--- src/rtl/regfile_wb_scheduler.sv ---
// regfile_wb_scheduler
//   Write-back scheduler and scoreboard for the integer register file's single
//   write port. It merges the single-cycle ALU result (req0) and the
//   long-latency LSU/MUL result (req1) with round-robin arbitration. A 1-cycle
//   registered write-back stage follows the arbiter. The block also tracks
//   registers with pending long-latency writes and stalls issue on RAW/WAW
//   hazards against them.
//
//   Ports:
//     clk, rst_n                  clock, asynchronous active-low reset
//     iss_*                       decode/issue handshake and operand info
//     req0_* / req1_*             ALU / LSU-MUL result valid-ready channels
//     wb_en, wb_addr, wb_data     register file write port
//     busy_vec                    scoreboard (bit 0 always 0)
//     perf_stall_cnt              hazard stall cycle counter
//
//   Build option: define SB_PERF_CNT_EN to build the saturating stall counter.
//   Without it, perf_stall_cnt is tied to 0.
module regfile_wb_scheduler #(
  parameter int DATA_W = 64,
  parameter int ADDR_W = 5,
  parameter int NREG   = 32
) (
  input  logic              clk,
  input  logic              rst_n,
  input  logic              iss_valid,
  output logic              iss_ready,
  input  logic [ADDR_W-1:0] iss_rs1,
  input  logic              iss_rs1_use,
  input  logic [ADDR_W-1:0] iss_rs2,
  input  logic              iss_rs2_use,
  input  logic [ADDR_W-1:0] iss_rd,
  input  logic              iss_rd_wr,
  input  logic              iss_long,
  input  logic              req0_valid,
  output logic              req0_ready,
  input  logic [ADDR_W-1:0] req0_rd,
  input  logic [DATA_W-1:0] req0_data,
  input  logic              req1_valid,
  output logic              req1_ready,
  input  logic [ADDR_W-1:0] req1_rd,
  input  logic [DATA_W-1:0] req1_data,
  output logic              wb_en,
  output logic [ADDR_W-1:0] wb_addr,
  output logic [DATA_W-1:0] wb_data,
  output logic [NREG-1:0]   busy_vec,
  output logic [31:0]       perf_stall_cnt
);

  typedef enum logic {
    LAST_REQ0 = 1'b0,
    LAST_REQ1 = 1'b1
  } rr_t;

  rr_t               rr_q, rr_d;
  logic [NREG-1:0]   busy_q, busy_d;
  logic              hazard;
  logic              iss_acc;
  logic              grant0, grant1;
  logic [ADDR_W-1:0] win_rd;
  logic [DATA_W-1:0] win_data;

  // Hazard uses the registered scoreboard only. A clear becomes visible the
  // cycle after the req1 grant.
  always_comb begin
    hazard = (iss_rs1_use & busy_q[iss_rs1]) |
             (iss_rs2_use & busy_q[iss_rs2]) |
             (iss_rd_wr   & busy_q[iss_rd]);
  end

  assign iss_ready = ~hazard;
  assign iss_acc   = iss_valid & iss_ready;

  // Round-robin arbiter: on contention, the requester not granted last wins.
  always_comb begin
    grant0 = 1'b0;
    grant1 = 1'b0;
    rr_d   = rr_q;
    if (req0_valid && req1_valid) begin
      if (rr_q == LAST_REQ1) grant0 = 1'b1;
      else                   grant1 = 1'b1;
    end else begin
      grant0 = req0_valid;
      grant1 = req1_valid;
    end
    if (grant0)      rr_d = LAST_REQ0;
    else if (grant1) rr_d = LAST_REQ1;
  end

  assign req0_ready = grant0;
  assign req1_ready = grant1;

  always_comb begin
    win_rd   = req0_rd;
    win_data = req0_data;
    if (grant1) begin
      win_rd   = req1_rd;
      win_data = req1_data;
    end
  end

  // The set is applied after the clear, so a same-register set wins.
  // Register 0 is forced clear.
  always_comb begin
    busy_d = busy_q;
    if (grant1) busy_d[req1_rd] = 1'b0;
    if (iss_acc && iss_long && iss_rd_wr && (iss_rd != '0)) busy_d[iss_rd] = 1'b1;
    busy_d[0] = 1'b0;
  end

  always_ff @(posedge clk or negedge rst_n) begin
    if (!rst_n) begin
      rr_q   <= LAST_REQ1;
      busy_q <= '0;
    end else begin
      rr_q   <= rr_d;
      busy_q <= busy_d;
    end
  end

  // Write-back stage. A grant to x0 is consumed but never writes.
  // Address and data hold when there is no grant.
  always_ff @(posedge clk or negedge rst_n) begin
    if (!rst_n) begin
      wb_en   <= 1'b0;
      wb_addr <= '0;
      wb_data <= '0;
    end else if (grant0 || grant1) begin
      wb_en   <= (win_rd != '0);
      wb_addr <= win_rd;
      wb_data <= win_data;
    end else begin
      wb_en   <= 1'b0;
    end
  end

  assign busy_vec = busy_q;

`ifdef SB_PERF_CNT_EN
  logic [31:0] stall_q;

  always_ff @(posedge clk or negedge rst_n) begin
    if (!rst_n)
      stall_q <= '0;
    else if (iss_valid && hazard && (stall_q != '1))
      stall_q <= stall_q + 32'd1;
  end

  assign perf_stall_cnt = stall_q;
`else
  assign perf_stall_cnt = '0;
`endif

endmodule

--- config.mk ---
export PLATFORM = sky130hd
export DESIGN_NAME = regfile_wb_scheduler
export DESIGN_NICKNAME = d
export VERILOG_FILES = /design/src/rtl/regfile_wb_scheduler.sv
export SDC_FILE = /design/constraint.sdc
export NUM_CORES = 1
export LEC_CHECK = 0
export BUFFER_PORTS_ARGS = -buffer_cell sky130_fd_sc_hd__buf_2
export CAP_MARGIN = 10
export CORE_UTILIZATION = 48
export DETAILED_ROUTE_END_ITERATION = 16
export PLACE_DENSITY_LB_ADDON = 0.3
export SLEW_MARGIN = 0
export SYNTH_ARGS = -nofsm -noshare
export SYNTH_HDL_FRONTEND = slang
export SYNTH_SLANG_ARGS = --single-unit
--- constraint.sdc ---
create_clock -name clk -period 2.6 [get_ports clk]
set_input_delay 0.13 -clock clk [delete_from_list [all_inputs] [get_ports clk]]
set_output_delay 0.13 -clock clk [all_outputs]
set_load 0.05 [all_outputs]
* Word level (Yosys, flattened, before mapping)
Index checks and enable logic that the tools add are counted.
Cells by class: add/sub/neg operators 0, multiply operators 0, divide/modulo/power cells 0, $lt $le $gt $ge 6, eq/ne operators 0, shift-type cells 0, muxes and demuxes 21, bitwise gates (word level) 10, reductions and logical operators 10
Operators by type and width (count):
- $mux 32 | 2
- $mux 64 | 1
- $and 32x32->32 | 1
- $not 32->32 | 1
- $or 32x32->32 | 1
- $lt 5x6->1 const B | 4
- $bmux 1 s5 | 3
- $mux 1 | 12
- $demux 1 s5 | 2
- $ge 5x1->1 const B | 2
- $reduce_bool 5->1 | 2
- $logic_and 1x1->1 | 6
- $mux 5 | 1
- $and 1x1->1 | 4
- $or 1x1->1 | 2
- $reduce_bool 2->1 | 1
- $logic_or 1x1->1 | 1
- $not 1->1 | 1
Storage, ports and cells: bits in registers 102, bits in latches 0, memory bits (writable) 0, bits in read-only memories 0, input port bits 162, output and inout bits 137, logic and storage cells 52, memories kept 0

* Logic depth before layout (Yosys ltp)
Gate-level depths: netlist (run 1).
depth in word-level cells 11, gate-level depth with buffers 9, gate-level depth less buffers 6

* Worst setup path after synthesis (run 1)
Ideal clock, no wire load.
kind register to output, start register busy_q[11], in the netlist busy_vec[11], end output port iss_ready, data arrival time 2.727 ns, data required time 2.470 ns, slack -0.257 ns, stages on the path, launching flop included 8, path buffers 1, cells stage by stage dfrtp_1 -> mux4_1 -> mux4_2 -> nand2b_4 -> o211ai_2 -> o21ai_2 -> buf_6 -> nor2_1
On the way: cells in the longest elaborated chain, start to end 6, elaborated cells between the ends (all ways) 12, those cells by class mux (6); bitwise (6)
RTL lines:
- start, declared | RTL line 56 | logic [NREG-1:0] busy_q, busy_d;
- start signal, assigned | RTL line 117 | busy_q <= busy_d;
- $bmux 1 s5 (on tied branches) | RTL line 66, 67
- $mux 1 (on tied branches) | RTL line 66, 67
- $and 1x1->1 (on tied branches) | RTL line 66, 67
- $or 1x1->1 | RTL line 66 | hazard = (iss_rs1_use & busy_q[iss_rs1]) |
- $or 1x1->1 * | RTL line 67 | (iss_rs2_use & busy_q[iss_rs2]) |
- $not 1->1 * | RTL line 71 | assign iss_ready = ~hazard;
- end, declared | RTL line 27 | output logic iss_ready,
Every way passes the cells marked *; elsewhere a longest branch is shown, timed or not. The select of a mux whose other input is x is not followed.

* Worst setup path after layout (run 1)
start register busy_q[31], in the netlist busy_vec[31], end register busy_q[31], in the netlist busy_vec[31]
On the way: cells in the longest elaborated chain, start to end 11, elaborated cells between the ends (all ways) 20, those cells by class mux (8); bitwise (9); reduce/logical (3)
RTL lines:
- $bmux 1 s5 (on tied branches) | RTL line 66, 67
- $mux 1 (on tied branches) | RTL line 66, 67
- $and 1x1->1 (on tied branches) | RTL line 66, 67
- $or 1x1->1 | RTL line 66
- $or 1x1->1 | RTL line 67
- $not 1->1 | RTL line 71
- $and 1x1->1 | RTL line 72 | assign iss_acc = iss_valid & iss_ready;
- $logic_and 1x1->1 (3 in a row) | RTL line 107 | if (iss_acc && iss_long && iss_rd_wr && (iss_rd != '0)) busy_d[iss_rd] = 1'b1;
- $mux 32 * | RTL line 107
- via busy_d[31] | RTL line 56
The timed path passes the listed nets; every way through them passes the cells marked *. The select of a mux whose other input is x is not followed. A chain may end at the register's enable or synchronous reset.

==> flow_summary_export.csv, run 1 <==
group,metric,value,unit
sta,slew_headroom,46.3,%
sta,slew_violations,0,
drt,wl,20900,um
power_and_ir_drop,power.share.switching,41.5,%
power_and_ir_drop,p_leak,3.96,nW
final_layout,area_growth,29.4,%
die,coreArea,13200,um^2
synthesis,yosys-top-cells-count,"150 x nor2_1, 101 x dfrtp_1, 75 x mux2_2",
sta,worst_pin_slew,0.806,ns
clock_network,cts_buffers,9,
sta,setup_tns,0,ns
sta,setup_viol,0,
power_and_ir_drop,power.density,645,nW/um^2
drt,drcViolationCount,0,
worst_setup_path,worst_setup_path_start_kind,"flop",
power_and_ir_drop,power.share.sequential,35.7,%
global_route,first_global_vias,6454,
worst_setup_path,critPathRequiredTime,2.86,ns
synthesis,synth-edff-count,0,
global_route,grt-ovfl-total,0,
final_layout,fin_nets,1104,
drt,drt_iter0_drc,424,
global_route,grt_max_degree,72,
sta,period_needed,2.51,ns
drt,drt_pass1_iterations,5,
clock_network,clock_sinks,102,
die,rows,42,
synthesis,synth-seq-cells,102,
worst_setup_path,cpPeakStageDelay,0.50,ns
worst_setup_path,critPathMaxFanout,10,
sta,finalHoldViolCount,0,
die,die_y,118,um
sta,fin_skew,0.00653,ns
synthesis,synth_top_cell_by_area,"dfrtp_1",
synthesis,async_flop_share,100,%
final_layout,fillers,1112,
synthesis,ys_seq_area_share,39.4,%
outcome,status,"complete, no violations",
die,num_io_pins,299,
synthesis,yosysTopAreaCellShare,39.0,%
worst_setup_path,cp.arrival,2.76,ns
global_route,grt_pass1_wl,33400,um
synthesis,syn-cell-area,6490,um^2
placed_design,gp_congestion,0.936,
placed_design,dp_hpwl,14400,um
die,start_util,49.2,%
final_layout,antenna_cells,0,
global_route,grt_usage,30.4,%
power_and_ir_drop,internal_power,3.17,mW
drt,ant_nets,0,
worst_setup_path,worstSetupEndpointType,"flop",
min_path,hp-class,"in -> reg",
synthesis,synth_area_leaders,"dfrtp_1 39%, mux2_2 13%, nor2_1 8.7%",
sta,min_period_over_period,96.5,%
power_and_ir_drop,peakVddDrop,0.534,mV
power_and_ir_drop,p_comb_share,38.7,%
drt,vias_per_cell,5.66,
clock_network,cts_root_buf,"clkbuf_16",
clock_network,cts_buffer_depth,2,
clock_network,cts_tree,"built",
drt,vias,6359,
synthesis,synthDistinctLibCells,44,
synthesis,syn_area_per_cell,9.50,um^2
global_route,antenna_found_initial,0,
clock_network,htreeDepth,3,
power_and_ir_drop,p_switching,2.24,mW
final_layout,drive_gt1_share,44.2,%
worst_setup_path,cp_slowest_cell,"mux4_2",
power_and_ir_drop,pwr-share-clk,25.6,%
sta,hold_slack,0.00830,ns
sta,rsz0062_at_grt,"no",
synthesis,ys.flop_type,"dfrtp_1",
synthesis,yosys_warnings,0,
placed_design,io_buffers,265,
synthesis,syn_inst,683,
die,dieArea,14000,um^2
worst_setup_path,worstSetupPathType,"reg -> reg",
clock_network,clock_latency,0.36,ns
clock_network,path_clk_slew,0.07,ns
flow_run,drv_cap,0,
drt,post_drt_wl_per_cell,18.6,um
die,chipWidth,118,um
synthesis,synth_most_common_cell,"nor2_1",
sta,clock.fmax,399,MHz
worst_setup_path,crit_path_cell_trace,"mux4_2 > mux4_2 > nand2b_4 > o211ai_2 > o21ai_4 > buf_4 > buf_4 > o31ai_1",
## sequential cells by signal (all words and copies together), names as in the netlist
register,cells
rr_q,1
busy_vec,31
wb_en,1
wb_addr,5
wb_data,64
## through the flow
stage	setup WS (ns)	instance area (um^2)	utilization (%)	instances	power (mW)
floorplan	0.121	6610	-	715	3.45
global placement	0.160	7850	59.5	1082	3.98
detailed placement	0.126	7850	59.5	1082	4.00
CTS	0.0293	8370	63.5	1122	5.42
global route	0.0117	8390	63.6	1123	5.64
finish	0.0921	8390	63.6	1123	5.41
## power by group through the flow
stage | clock, mW | sequential (mW) | combinational, mW
after floorplan | 0 | 2.64 | 0.809
after global placement | 0 | 1.95 | 2.03
after CTS | 1.41 | 1.93 | 2.08
after global routing | 1.47 | 1.96 | 2.21
after detailed placement | 0 | 1.95 | 2.05
final | 1.38 | 1.93 | 2.10
## worst max-delay path: cells and delay by family, from the launching register on
kind	cells	cell delay (ns)
multiplexers	2	0.98
AO/OA/AOI/OAI	3	0.44
flip-flops	1	0.42
buffers and inverters	2	0.42
AND/OR/NAND/NOR	1	0.15
## worst paths after layout
path                                     from  slack [ns]      endpoint  cells after the start
worst max-delay path             busy_vec[31]        0.09  busy_vec[31]                      8
max in group asynchronous               rst_n        1.42   wb_data[58]                      3
worst max register to register   busy_vec[31]        0.09  busy_vec[31]                      8
min in group asynchronous               rst_n        0.38   wb_data[13]                      2
worst min-delay path            req1_data[62]       0.008   wb_data[62]                      3
worst min register to register           rr_q        0.55          rr_q                      1
## area by class of cell
type	instances	area (um^2)	share of cell area [%]
clock inverter	5	57.6	0.686
clock buffer	11	233	2.77
sequential	102	2550	30.4
tap	176	220	2.62
multi-input combinational	522	3590	42.8
timing repair buffer	302	1720	20.5
inverter	5	18.8	0.224
## per-layer routing
layer,part of all wire [%],global-route usage (%),wire [um],vias up
li1,-,-,-,2899
met1,39,36.6,8170,3064
met2,48,50.0,10100,332
met3,8.4,8.69,1760,64
met4,4.1,14.3,858,0
met5,0,0,0,-
## cell families (layout without fill, tap and decap cells)
logic type	count (synthesis)	in the layout	share of synthesized area [%]
buffers and inverters	91	323	7.75
AND/OR/NAND/NOR	231	231	15.0
flip-flops	102	102	39.4
other	1	33	0.0578
multiplexers	106	106	20.7
AO/OA/AOI/OAI	152	152	17.2
## timing repair
item,CTS,global route
hold buffers,22,1
resized for setup,1,6
hold endpoints to repair,71,1
endpoints found under the setup margin,1,2
pin swaps,0,0
buffers inserted,2,0
## cells in the final DEF, fill, tap and decap left out, types with 11 or more instances in the layout
master | netlist | final
o21ai_0 | 32 | 32
o22ai_1 | 69 | 69
o31ai_2 | 29 | 28
conb_1 | 1 | 33
mux2_2 | 75 | 75
dlygate4sd3_1 | 0 | 23
dfrtp_1 | 101 | 101
nor2_1 | 150 | 149
buf_2 | 6 | 263
nand2_1 | 42 | 40
buf_4 | 33 | 11
mux2i_1 | 18 | 18
(Power assumes the default switching activity.)
==> run 2, diff against run 1 <==
--- a/config.mk
+++ b/config.mk
@@ -7,6 +7,7 @@
 export LEC_CHECK = 0
 export BUFFER_PORTS_ARGS = -buffer_cell sky130_fd_sc_hd__buf_2
 export CAP_MARGIN = 10
+export CORE_ASPECT_RATIO = 0.7
 export CORE_UTILIZATION = 48
 export DETAILED_ROUTE_END_ITERATION = 16
 export PLACE_DENSITY_LB_ADDON = 0.3
==> run 2 against run 1 <==
  * Power is 0.37% higher
  * Sequential cell count unchanged
  * Global-route usage down 1.1 points
  * Clock power barely moved
  * Largest cell class unchanged
  * Critical path type is now reg -> out
  * Largest power group unchanged
==> flow_summary_export.csv, run 2 (same netlist as run 1, synthesis figures left out) <==
group,metric,value,unit
min_path,hp-class,"in -> reg",
power_and_ir_drop,power.density,655,nW/um^2
placed_design,io_buffers,265,
final_layout,multi_input_area,3600,um^2
drt,vias_per_cell,5.57,
drt,ant_nets,0,
placed_design,gp_congestion,0.966,
sta,finalHoldViolCount,0,
global_route,grt_pass1_wl,32000,um
placed_design,dpl-instance-area,7880,um^2
power_and_ir_drop,peakVddDrop,0.350,mV
die,dieArea,14000,um^2
die,num_io_pins,299,
global_route,grt-ovfl-total,0,
clock_network,cts_buffers,9,
sta,setup_viol,0,
final_layout,top_register,"wb_data",
final_layout,final_common_cell,"buf_2",
outcome,status,"complete, no violations",
flow_run,drv_cap,0,
worst_setup_path,critPathMaxFanout,5,
clock_network,cts_root_buf,"clkbuf_16",
sta,slew_headroom,47.7,%
clock_network,clock_latency,0.33,ns
clock_network,cts_buffer_depth,2,
die,coreArea,13200,um^2
global_route,antenna_found_initial,0,
final_layout,fin_nets,1092,
die,die_y,99.3,um
drt,drt_pass1_iterations,5,
final_layout,fillers,1171,
worst_setup_path,r2r_cells,8,
final_layout,largest_reg_flops,64,
worst_setup_path,cp.arrival,2.39,ns
placed_design,dp_hpwl,14600,um
min_path,worstHoldPathCells,3,
final_layout,fin_area,8290,um^2
worst_setup_path,critPathRequiredTime,2.47,ns
power_and_ir_drop,p_leak,3.93,nW
sta,period_needed,2.52,ns
clock_network,clock_sinks,102,
clock_network,cts_tree,"built",
sta,rsz0062_at_grt,"yes",
worst_setup_path,worst_setup_path_start_kind,"flop",
global_route,first_global_vias,6044,
final_layout,drive_gt1_share,46.1,%
worst_setup_path,worstSetupPathType,"reg -> out",
global_route,grt_max_degree,72,
placed_design,place_ws,0.0852,ns
sta,postLayoutSetupSlackWorst,0.0797,ns
sta,fin_skew,0.00747,ns
die,chipWidth,141,um
drt,wl,19900,um
final_layout,layout_common_cells,"263 x buf_2, 149 x nor2_1, 100 x dfrtp_1",
final_layout,area_growth,27.8,%
sta,worst_pin_slew,0.784,ns
sta,slew_violations,0,
drt,post_drt_wl_per_cell,17.8,um
die,start_util,49.2,%
sta,clock.fmax,397,MHz
drt,drt_iter0_drc,370,
worst_setup_path,worstSetupEndpointType,"output port",
global_route,grt_usage,29.3,%
final_layout,antenna_cells,0,
die,rows,35,
final_layout,seqCellArea,2550,um^2
clock_network,path_clk_slew,0.07,ns
drt,vias,6233,
sta,min_period_over_period,96.9,%
drt,drcViolationCount,0,
clock_network,htreeDepth,3,
[run 2: cell types whose count changed in the layout (fill, tap and decap cells not counted), moves of 2 or more]
cell           change
clkbuf_8           +3
clkbuf_1           -2
dlygate4sd3_1     -22
buf_4             +11
clkinvlp_4         +2
clkinv_2           -2
[run 2: power by group]
part	internal [mW]	total [mW]	switching, mW
registers	1.79	1.93	0.140
clock network	0.828	1.41	0.585
logic	0.621	2.09	1.47
total	3.24	5.43	2.19
[run 2: area by class of cell]
| class | count | share of cell area, % |
|---|---|---|
| Inverter | 5 | 0.226 |
| Clock buffer | 12 | 3.21 |
| Sequential cell | 102 | 30.8 |
| Tap cell | 185 | 2.79 |
| Clock inverter | 4 | 0.649 |
| Multi-Input combinational cell | 522 | 43.4 |
| Timing Repair Buffer | 290 | 18.9 |
[run 2: what timing repair did]
action                     4_1_cts  5_1_grt
gates resized for setup          3        6
hold endpoints to repair        50        0
hold buffers                     1        0
setup endpoints to repair        1       15
buffers inserted                 2        5
pin swaps                        0        1
[run 2: routing by layer]
metal / routed length, um / share of wire [%] / GRT usage (%)
met2: 8860 / 44 / 45.1
met5: 0 / 0 / 0
met1: 8690 / 44 / 41.0
met4: 591 / 3.0 / 9.78
met3: 1790 / 9.0 / 6.50
[run 2: path summary, 6_finish.rpt]
path,slack [ns],start,to
worst max-delay path,0.08,busy_vec[14],iss_ready
worst min-delay path,0.02,req1_data[45],wb_data[45]
worst max register to register,0.09,busy_vec[14],busy_vec[16]
worst min register to register,0.56,rr_q,rr_q
max in group asynchronous,1.52,rst_n,busy_vec[25]
min in group asynchronous,0.38,rst_n,wb_data[28]
[run 2: critical path, cell delays in order, from the launching register on]
cell	delay (ns)
dfrtp_2	0.44
mux4_2	0.51
mux4_2	0.46
nand2b_4	0.15
o211ai_2	0.08
o21ai_4	0.15
nor2_4	0.11
buf_8	0.15
[run 2: through the flow]
step | TNS (ns) | total power [mW] | hold WS (ns) | std cells | utilization (%)
after global placement | 0 | 3.98 | 0.235 | 1096 | 59.8
after global routing | -0.00471 | 5.68 | 0.00886 | 1120 | 62.9
final | 0 | 5.43 | 0.0224 | 1120 | 62.9
after CTS | 0 | 5.43 | 0.0154 | 1115 | 62.4
after floorplan | 0 | 3.45 | -0.166 | 715 | -
after detailed placement | 0 | 4.01 | 0.241 | 1096 | 59.8
